===== src/rtl/integrate_dump_pkg.sv =====
`default_nettype none
// ============================================================================
// Module      : integrator_pkg
// Description : Shared types and helpers for the integrate-and-dump block.
//               FSM state enum and signed min/max limit functions for a
//               given two's-complement width.
// Revision    : 1.0 - initial release
// ============================================================================
package integrator_pkg;

    typedef enum logic [1:0] {
        IDLE  = 2'd0,
        FIRST = 2'd1,
        ACCUM = 2'd2
    } state_t;

    // Largest value representable in a signed field of width w (w <= 31).
    function automatic int signed s_max(input int w);
        return (1 <<< (w - 1)) - 1;
    endfunction

    // Smallest value representable in a signed field of width w (w <= 31).
    function automatic int signed s_min(input int w);
        return -(1 <<< (w - 1));
    endfunction

endpackage
`default_nettype wire


===== src/rtl/integrate_dump_if.sv =====
`default_nettype none
// ============================================================================
// Module      : integrate_dump_if
// Description : Sample-stream and frame-result bundle for integrate_dump.
//               master : drives en_i/len_i/data_i/valid_i, observes results
//               slave  : the integrator side
//   en_i    block enable (low = clear and idle)
//   len_i   samples per frame, unsigned (0 treated as 1)
//   data_i  signed input sample,   valid_i input strobe
//   data_o  signed frame sum,      valid_o one-cycle dump pulse
//   ovf_o   sticky overflow flag
// Revision    : 1.0 - initial release
// ============================================================================
interface integrate_dump_if #(
    parameter int I_BW   = 5,
    parameter int O_BW   = 8,
    parameter int CNT_BW = 8
) ();
    logic              en_i;
    logic [CNT_BW-1:0] len_i;
    logic [I_BW-1:0]   data_i;
    logic              valid_i;
    logic [O_BW-1:0]   data_o;
    logic              valid_o;
    logic              ovf_o;

    modport master (
        output en_i, len_i, data_i, valid_i,
        input  data_o, valid_o, ovf_o
    );

    modport slave (
        input  en_i, len_i, data_i, valid_i,
        output data_o, valid_o, ovf_o
    );
endinterface
`default_nettype wire


===== src/rtl/integrate_dump_add_sat.sv =====
`default_nettype none
// ============================================================================
// Module      : integrator_add_sat
// Description : Combinational accumulator adder. Sign-extends both operands
//               to O_BW+1 bits, flags overflow when the result leaves the
//               O_BW signed range, and returns either the wrapped or the
//               clamped O_BW-bit result.
//   i_acc  O_BW signed accumulator   i_data I_BW signed sample
//   o_sum  O_BW signed result        o_ovf  overflow detected
// Config      : INTEGRATE_DUMP_SATURATE_EN defined -> clamp, else wrap.
// Revision    : 1.0 - initial release
// ============================================================================
module integrator_add_sat
    import integrator_pkg::*;
#(
    parameter int I_BW = 5,
    parameter int O_BW = 8
) (
    input  wire logic [O_BW-1:0] i_acc,
    input  wire logic [I_BW-1:0] i_data,
    output logic      [O_BW-1:0] o_sum,
    output logic                 o_ovf
);

    logic [O_BW:0] w_acc_ext;
    logic [O_BW:0] w_data_ext;
    logic [O_BW:0] w_sum_ext;

    assign w_acc_ext  = {i_acc[O_BW-1], i_acc};
    assign w_data_ext = {{(O_BW + 1 - I_BW){i_data[I_BW-1]}}, i_data};
    assign w_sum_ext  = w_acc_ext + w_data_ext;

    // Out of range exactly when the extra sign bit disagrees with the MSB.
    assign o_ovf = w_sum_ext[O_BW] ^ w_sum_ext[O_BW-1];

`ifdef INTEGRATE_DUMP_SATURATE_EN
    localparam logic [O_BW-1:0] c_MAX = O_BW'(s_max(O_BW));
    localparam logic [O_BW-1:0] c_MIN = O_BW'(s_min(O_BW));

    // The true sign of the sum is the extension bit.
    assign o_sum = !o_ovf         ? w_sum_ext[O_BW-1:0] :
                   w_sum_ext[O_BW] ? c_MIN : c_MAX;
`else
    assign o_sum = w_sum_ext[O_BW-1:0];
`endif

endmodule
`default_nettype wire


===== src/rtl/integrate_dump.sv =====
`default_nettype none
// ============================================================================
// Module      : integrate_dump
// Description : Integrate-and-dump accumulator. Sums len_q signed samples
//               per frame, then dumps the sum on data_o with a one-cycle
//               valid_o pulse. The accumulator restarts in the dump cycle so
//               back-to-back frames lose no samples.
//   clk_i    clock
//   rst_n_i  asynchronous active-low reset
//   bus      integrate_dump_if.slave (en/len/data/valid in, data/valid/ovf out)
// Config      : INTEGRATE_DUMP_SATURATE_EN selects clamping instead of wrap.
// Revision    : 1.0 - initial release
// ============================================================================
module integrate_dump
    import integrator_pkg::*;
#(
    parameter int I_BW   = 5,
    parameter int O_BW   = 8,
    parameter int CNT_BW = 8
) (
    input  wire logic    clk_i,
    input  wire logic    rst_n_i,
    integrate_dump_if.slave bus
);

    state_t            r_state;
    logic [O_BW-1:0]   r_acc;
    logic [CNT_BW-1:0] r_cnt;
    logic [CNT_BW-1:0] r_len;
    logic [O_BW-1:0]   r_data;
    logic              r_valid;
    logic              r_ovf;

    logic              w_first;
    logic [O_BW-1:0]   w_acc_in;
    logic [O_BW-1:0]   w_sum;
    logic              w_ovf;
    logic [CNT_BW-1:0] w_len_eff;
    logic [CNT_BW-1:0] w_cnt_nxt;
    logic              w_last;

    assign w_first   = (r_state == FIRST);
    // The first sample of a frame starts from zero, whatever r_acc holds.
    assign w_acc_in  = w_first ? '0 : r_acc;
    assign w_len_eff = (bus.len_i == '0) ? CNT_BW'(1) : bus.len_i;
    assign w_cnt_nxt = r_cnt + CNT_BW'(1);
    // In FIRST the frame length is not latched yet, so use the live value.
    assign w_last    = w_first ? (w_len_eff == CNT_BW'(1)) : (w_cnt_nxt == r_len);

    integrator_add_sat #(
        .I_BW (I_BW),
        .O_BW (O_BW)
    ) u_add (
        .i_acc  (w_acc_in),
        .i_data (bus.data_i),
        .o_sum  (w_sum),
        .o_ovf  (w_ovf)
    );

    always_ff @(posedge clk_i or negedge rst_n_i) begin
        if (!rst_n_i) begin
            r_state <= IDLE;
            r_acc   <= '0;
            r_cnt   <= '0;
            r_len   <= '0;
            r_data  <= '0;
            r_valid <= 1'b0;
            r_ovf   <= 1'b0;
        end else begin
            r_valid <= 1'b0;
            if (!bus.en_i) begin
                // Partial frame discarded; data_o keeps the last dump.
                r_state <= IDLE;
                r_acc   <= '0;
                r_cnt   <= '0;
                r_ovf   <= 1'b0;
            end else begin
                case (r_state)
                    IDLE: r_state <= FIRST;
                    FIRST, ACCUM: begin
                        if (bus.valid_i) begin
                            if (w_first) r_len <= w_len_eff;
                            if (w_ovf)   r_ovf <= 1'b1;
                            if (w_last) begin
                                r_data  <= w_sum;
                                r_valid <= 1'b1;
                                r_acc   <= '0;
                                r_cnt   <= '0;
                                r_state <= FIRST;
                            end else begin
                                r_acc   <= w_sum;
                                r_cnt   <= w_cnt_nxt;
                                r_state <= ACCUM;
                            end
                        end
                    end
                    default: r_state <= IDLE;
                endcase
            end
        end
    end

    assign bus.data_o  = r_data;
    assign bus.valid_o = r_valid;
    assign bus.ovf_o   = r_ovf;

endmodule
`default_nettype wire


===== src/flat_wrapper.sv =====
// flat-port wrapper written by rule: the top's interface ports become plain ports
module integrate_dump_flat import integrator_pkg::*;
#(
    parameter int I_BW   = 5,
    parameter int O_BW   = 8,
    parameter int CNT_BW = 8
)
  (clk_i, rst_n_i, bus_en_i, bus_len_i, bus_data_i, bus_valid_i, bus_data_o, bus_valid_o, bus_ovf_o);
  integrate_dump_if #(.I_BW(I_BW), .O_BW(O_BW), .CNT_BW(CNT_BW)) bus_i ();
  input  wire logic clk_i;
  input  wire logic rst_n_i;
  input wire logic [$bits(bus_i.en_i)-1:0] bus_en_i;
  input wire logic [$bits(bus_i.len_i)-1:0] bus_len_i;
  input wire logic [$bits(bus_i.data_i)-1:0] bus_data_i;
  input wire logic [$bits(bus_i.valid_i)-1:0] bus_valid_i;
  output wire logic [$bits(bus_i.data_o)-1:0] bus_data_o;
  output wire logic [$bits(bus_i.valid_o)-1:0] bus_valid_o;
  output wire logic [$bits(bus_i.ovf_o)-1:0] bus_ovf_o;
  assign bus_i.en_i = bus_en_i;
  assign bus_i.len_i = bus_len_i;
  assign bus_i.data_i = bus_data_i;
  assign bus_i.valid_i = bus_valid_i;
  assign bus_data_o = bus_i.data_o;
  assign bus_valid_o = bus_i.valid_o;
  assign bus_ovf_o = bus_i.ovf_o;
  integrate_dump #(.I_BW(I_BW), .O_BW(O_BW), .CNT_BW(CNT_BW)) u_core (.clk_i(clk_i), .rst_n_i(rst_n_i), .bus(bus_i));
endmodule

===== config.mk =====
export PLATFORM = sky130hd
export DESIGN_NAME = integrate_dump_flat
export DESIGN_NICKNAME = d
export VERILOG_FILES = /design/src/rtl/integrate_dump_pkg.sv /design/src/rtl/integrate_dump_if.sv /design/src/rtl/integrate_dump_add_sat.sv /design/src/rtl/integrate_dump.sv /design/src/flat_wrapper.sv
export SDC_FILE = /design/constraint.sdc
export NUM_CORES = 1
export LEC_CHECK = 0
export CAP_MARGIN = 20
export CORE_UTILIZATION = 50
export DETAILED_ROUTE_END_ITERATION = 8
export PLACE_DENSITY_LB_ADDON = 0.2
export SLEW_MARGIN = 40
export SYNTH_ARGS = -nofsm -noshare
export SYNTH_HDL_FRONTEND = slang
export SYNTH_HIERARCHICAL = 1
export SYNTH_SLANG_ARGS = --single-unit

===== constraint.sdc =====
create_clock -name clk_i -period 3.4 [get_ports clk_i]
set_input_delay 0.68 -clock clk_i [delete_from_list [all_inputs] [get_ports clk_i]]
set_output_delay 0.68 -clock clk_i [all_outputs]
set_load 0.005 [all_outputs]

==> results.toml, run 1 <==
[outcome]
status = "complete, no violations"

[timing]
max_freq_ghz = 0.349
fin_setup_tns_ps = 0
setup_violations = 0
slew_viol_final = 0
hold_viol_final = 0
finalCriticalPeriod_ps = 2860
skew_ps = 8.10
holdWs_ps = 330
finalCritPeriodShare_pct = 84.2
relSlewSlack_pct = 58.5
rsz0062_at_grt = "no"
worst_pin_slew_ps = 618

[worst_setup_path]
arrival_ps = 3030
path_depth = 11
critPathMaxFanout = 4
timing.critical_path.buf_inv = 1
path_delay_family = "adder cells"
end_kind = "flop"
cp-startpoint = "u_core/r_state[1]$_DFFE_PN0P_"
cp_slowest_cell = "fa_1"
required_ps = 3570
endpoint = "u_core/bus.data_o[6]$_DFFE_PN0P_"
crit_chain = "inv_1 -> ha_1 -> nor2b_1 -> ha_1 -> fa_1 -> a21o_2 -> a21oi_1 -> o21bai_1 -> a21oi_1 -> xnor2_1 -> mux2_2"
rr_endpoint = "u_core/bus.data_o[6]$_DFFE_PN0P_"
worstSetupStartpointType = "flop"
reg2reg_slack_ps = 540
max_stage_delay_ps = 420
reg2reg_depth = 11
path_class = "flop to flop"
timing.rr.start = "u_core/r_state[1]$_DFFE_PN0P_"

[floorplanning]
core-area_um2 = 4090
rows = 23
die_x_um = 67.7
start_util_pct = 52.8
die_y_um = 67.7
die_area_um2 = 4580
io_pins = 27

[clock_tree]
ctsLongestPathBuffers = 2
cts-resized-gates = 0
htreeDepth = 2
ctsHoldBuffers = 0
path_clk_slew_ps = 70
postCtsSetupBuffers = 0
cts_root_buf = "clkbuf_8"
cts_made_buffers = 5
cts_tree = "done"
cts_sinks = 36
clk-insertion-delay-late_ps = 280

[synth]
yosys.area.top_type = "dfrtp_1"
synth_top_area_share_pct = 41.7
syn_inst = 193
synth-seq-cells = 36
synth_area_um2 = 2160
synth_cell_types = 46
synthArstFlopShare_pct = 100
seq_area_frac_synth_pct = 41.7
synth_edf_count = 0
yosysWarnings = 6
syn_area_per_cell_um2 = 11.2
synthTopCellsByArea = "dfrtp_1, mux2_2, ha_1"
ys.flop_type = "dfrtp_1"
syn-num-nets = 224

[detailed_routing]
drt-total-wl_um = 4570
post-route-drc-count = 0
ant_nets = 0
via_per_inst = 5.81
drt_iter0_drc = 29
wl_per_cell_um = 16.7
num_vias = 1593
first_pass_iters = 4

[global_routing]
grt_pass1_wl_um = 7090
antenna_found_initial = 0
first_global_vias = 1595
grt_max_degree = 37
grt-ovfl-total = 0
track_usage_pct = 21.5

[final_layout]
antenna-diode-count = 0
synthToLayoutAreaGrowth_pct = 18.7
nNetsFinal = 254
drive_above_1_share_pct = 16.1
design_area_um2 = 2560

[placed_design]
hpwl_um = 3300
place.gp.congestion = 0.903
placed_area_um2 = 2460
port_buffers = 26

[power_and_ir_drop]
power.density_nw_per_um2 = 534
p_leak_nw = 1.21
ir_drop_uv = 276

[flow_run]
drv_cap = 0

[worst_hold_path]
hp-class = "input port to async pin"
-- cell families (layout without fill, tap and decap cells) --
group / after synthesis / in the layout / synth area share (%)
adders and majority gates: 14 / 14 / 8.46
xor gates and xnor gates: 18 / 18 / 8.29
AOI/OAI and AO/OA: 42 / 42 / 15.4
buffers and inverters: 11 / 42 / 2.43
DFF: 36 / 36 / 41.7
and+or+nand+nor: 56 / 56 / 15.3
muxes: 16 / 16 / 8.35
-- cell usage in the layout, fill, tap and decap left out, types with 2 or more instances in the layout --
master	count
o22ai_1	2
o21bai_1	2
and3_1	4
nor2_1	9
a221o_1	3
xnor2_1	8
clkinv_2	2
dfrtp_1	36
and2_1	3
or4_1	3
xor2_1	8
nand2_1	5
a21o_1	3
a21oi_1	6
nor3_1	2
clkdlybuf4s50_1	25
buf_4	3
a22o_1	11
nand2b_1	3
nor2b_1	9
mux2_2	16
inv_1	6
ha_1	13
o21ai_0	5
clkbuf_8	6
nand3_1	9
nor4_1	2
-- where the power goes --
part	internal, mW	total [mW]	leakage [nW]	switching [mW]
clock network	0.162	0.308	0.0510	0.146
registers	0.519	0.583	0.482	0.0636
logic	0.253	0.477	0.673	0.224
total	0.934	1.37	1.21	0.434
-- synth_stat cells, types with 3 or more instances --
| cell type | instances |
|---|---|
| dfrtp_1 | 36 |
| mux2_2 | 16 |
| ha_1 | 13 |
| a22o_1 | 11 |
| nand3_1 | 9 |
| nor2_1 | 9 |
| nor2b_1 | 9 |
| xnor2_1 | 8 |
| xor2_1 | 8 |
| a21oi_1 | 6 |
| inv_1 | 6 |
| nand2_1 | 5 |
| o21ai_0 | 5 |
| and3_1 | 4 |
| a21o_1 | 3 |
| a221o_1 | 3 |
| and2_1 | 3 |
| buf_2 | 3 |
| nand2b_1 | 3 |
| or4_1 | 3 |
-- area by class of cell --
class                   count  area [um^2]
flip-flops and latches     36          901
repair buffers             28          273
well taps                  50         62.6
clock inverters             2         10.0
multi-input cells         146         1210
clock buffers               6         82.6
inverters                   6         22.5
fillers                   349         1520
-- state kept, by name (all words and copies together), names as in the netlist --
register            count
u_core/bus.valid_o      1
u_core/r_cnt            8
u_core/bus.ovf_o        1
u_core/r_acc            8
u_core/r_len            8
u_core/r_state          2
u_core/bus.data_o       8
-- per-layer routing --
layer | up-vias | global-route usage [%] | wire (um)
li1 | 767 | - | -
met4 | 0 | 9.04 | 65
met2 | 29 | 37.3 | 2270
met1 | 790 | 25.6 | 2100
met5 | - | 0 | 0
met3 | 7 | 4.22 | 137
-- worst min path at each step --
| stage | from | endpoint | slack, ps | cells past startpoint |
|---|---|---|---|---|
| final | rst_n_i | u_core/r_len[4]$_DFFE_PN0P_ | 330 | 1 |
| after global routing | rst_n_i | u_core/r_len[4]$_DFFE_PN0P_ | 370 | 1 |
| after CTS | rst_n_i | u_core/r_cnt[2]$_DFFE_PN0P_ | 500 | 1 |
| after detailed placement | u_core/r_acc[6]$_DFFE_PN0P_ | u_core/r_acc[6]$_DFFE_PN0P_ | 480 | 1 |
| after global placement | u_core/r_acc[7]$_DFFE_PN0P_ | u_core/r_acc[7]$_DFFE_PN0P_ | 470 | 1 |
| after floorplan | rst_n_i | u_core/bus.data_o[0]$_DFFE_PN0P_ | 380 | 0 |
-- per-stage QoR --
step                power [mW]  setup slack (ps)  instances  utilization [%]
floorplan                0.909               789        193                -
finish                    1.37               538        274             62.7
global placement          1.04               438        266             60.2
detailed placement        1.06               341        266             60.2
CTS                       1.38               565        274             62.5
global route              1.45               391        274             62.7
(Power assumes the default switching activity.)
==> inputs of run 2 (changes only) <==
Clock period 3.4 ns to 2.3 ns, I/O delays scaled along.
==> run 2 against run 1 <==
Compared with the run above:
- the flow now finishes with violations (setup timing)
- cell area grew 16%
- sequential power grew 48%
- sequential share of layout area shrank 4.7 points
- via count grew 11%
- power grew 64%
- register-to-register slack lost 650 ps
- first-iteration DRC count grew to 3.1 times the previous value
- worst hold slack lost 210 ps
- count of clock-buffer cells in the layout grew 2
- largest power group is now combinational logic
==> results.toml, run 2 (synthesis gave the netlist of run 1 again) <==
[worst_setup_path]
path_class = "flop to flop"
required_ps = 2470
worstSetupStartpointType = "flop"
reg2reg_slack_ps = -110
cp_slowest_cell = "dfrtp_1"
crit_chain = "inv_2 -> ha_4 -> nor2b_2 -> ha_2 -> fa_2 -> a21o_2 -> a21oi_4 -> o21bai_1 -> a21oi_2 -> xnor2_1 -> mux2_2"
max_stage_delay_ps = 400
end_kind = "flop"
arrival_ps = 2580
critPathMaxFanout = 3

[timing]
finalCritPeriodShare_pct = 105
max_freq_ghz = 0.414
rsz0062_at_grt = "yes"
hold_viol_final = 0
finalCriticalPeriod_ps = 2410
relSlewSlack_pct = 62.2
slew_viol_final = 0
worst_pin_slew_ps = 566
fin_setup_tns_ps = -318
post-route-worst-setup-slack_ps = -114
setup_violations = 13
skew_ps = 7.64

[global_routing]
track_usage_pct = 23.6
first_global_vias = 1721
grt-ovfl-total = 0
grt_max_degree = 37
antenna_found_initial = 0
grt_pass1_wl_um = 7860

[detailed_routing]
wl_met3_um = 237
top_layer = "met4"
drt-total-wl_um = 5190
via_per_inst = 5.75
ant_nets = 0
wl_per_cell_um = 16.9
post-route-drc-count = 0
drt-met1-wl_um = 2360
first_pass_iters = 4
drt_iter0_drc = 90
num_vias = 1764
met2WireLength_um = 2550

[clock_tree]
ctsHoldBuffers = 0
cts_root_buf = "clkbuf_8"
path_clk_slew_ps = 70
cts_sinks = 36
ctsLongestPathBuffers = 2
cts_made_buffers = 5
htreeDepth = 2
clk-insertion-delay-late_ps = 290
cts_tree = "done"

[power_and_ir_drop]
p_sw_mw = 0.736
p_leak_nw = 1.41
power.clock.fraction_pct = 20.4
ir_drop_uv = 398
p_comb_share_pct = 41.4
switching_share_pct = 32.7
p_int_mw = 1.51
power.density_nw_per_um2 = 760
sequentialPowerShare_pct = 38.2

[placed_design]
hpwl_um = 3610
placed_area_um2 = 2660
port_buffers = 26
place.gp.congestion = 0.897

[outcome]
violations = "setup timing"
status = "finished, violations left"

[worst_hold_path]
hp-class = "input port to async pin"

[final_layout]
layout_commonest_cell = "dfrtp_1"
mostFrequentLayoutCells = "dfrtp_1, buf_4, clkdlybuf4s50_1"
drive_above_1_share_pct = 33.5
design_area_um2 = 2960
antenna-diode-count = 0
final_util_pct = 72.4
nNetsFinal = 287
synthToLayoutAreaGrowth_pct = 37.2

[floorplanning]
die_y_um = 67.7
core-area_um2 = 4090
rows = 23
io_pins = 27
start_util_pct = 52.8
die_area_um2 = 4580
die_x_um = 67.7

[flow_run]
drv_cap = 0
## run 2: layer usage
layer  GRT usage, %  up-vias
met5              0        -
met4           7.98        0
met3           4.90        4
met2           38.7       48
met1           30.5      874
li1               -      838
## run 2: worst max-delay path, delay by kind of cell, from the launching register on
kind / cells / cell delay [ps]
fa+ha+maj: 3 / 720
compound gates: 4 / 640
flops: 1 / 400
mux: 1 / 280
xor+xnor: 1 / 110
buf+inv: 1 / 90
simple gates: 1 / 50
## run 2: worst paths after layout
check / cells past startpoint / endpoint / start
max in group asynchronous: 1 / u_core/r_acc[0]$_DFFE_PN0P_ / rst_n_i
max: 11 / u_core/bus.data_o[6]$_DFFE_PN0P_ / u_core/r_state[1]$_DFFE_PN0P_
min in group clk_i: 1 / u_core/r_acc[4]$_DFFE_PN0P_ / u_core/r_acc[4]$_DFFE_PN0P_
min reg2reg: 1 / u_core/r_acc[4]$_DFFE_PN0P_ / u_core/r_acc[4]$_DFFE_PN0P_
min: 1 / u_core/r_len[0]$_DFFE_PN0P_ / rst_n_i
max reg2reg: 11 / u_core/bus.data_o[6]$_DFFE_PN0P_ / u_core/r_state[1]$_DFFE_PN0P_
## run 2: area by class of cell
| class | count | area, um^2 |
|---|---|---|
| timing repair buffer | 60 | 537 |
| inverter | 6 | 22.5 |
| multi-input combinational | 147 | 1350 |
| tap | 50 | 62.6 |
| clock buffer | 8 | 90.1 |
| sequential | 36 | 901 |
| fill | 283 | 1130 |
## run 2: power by group through the flow
stage                     registers (mW)  logic (mW)  clock network [mW]
after global placement             0.863       0.757                   0
after floorplan                    0.854       0.503                   0
final                              0.860       0.931               0.458
after CTS                          0.860       0.810               0.471
after detailed placement           0.871       0.789                   0
after global routing               0.874       0.998               0.498
## run 2: through the flow
stage | setup WS, ps | power, mW | hold slack, ps | std cells
after global placement | -322 | 1.62 | 478 | 290
final | -114 | 2.25 | 121 | 307
after floorplan | 24.3 | 1.36 | 164 | 193
after detailed placement | -392 | 1.66 | 474 | 290
after CTS | -102 | 2.14 | 287 | 302
after global routing | -186 | 2.37 | 161 | 307
## run 2: repair_timing
action	CTS	global route
setup endpoints to repair	17	19
cloned	0	1
hold endpoints to repair	0	0
pin swaps	1	11
buffers inserted	4	5
gates resized for setup	4	27
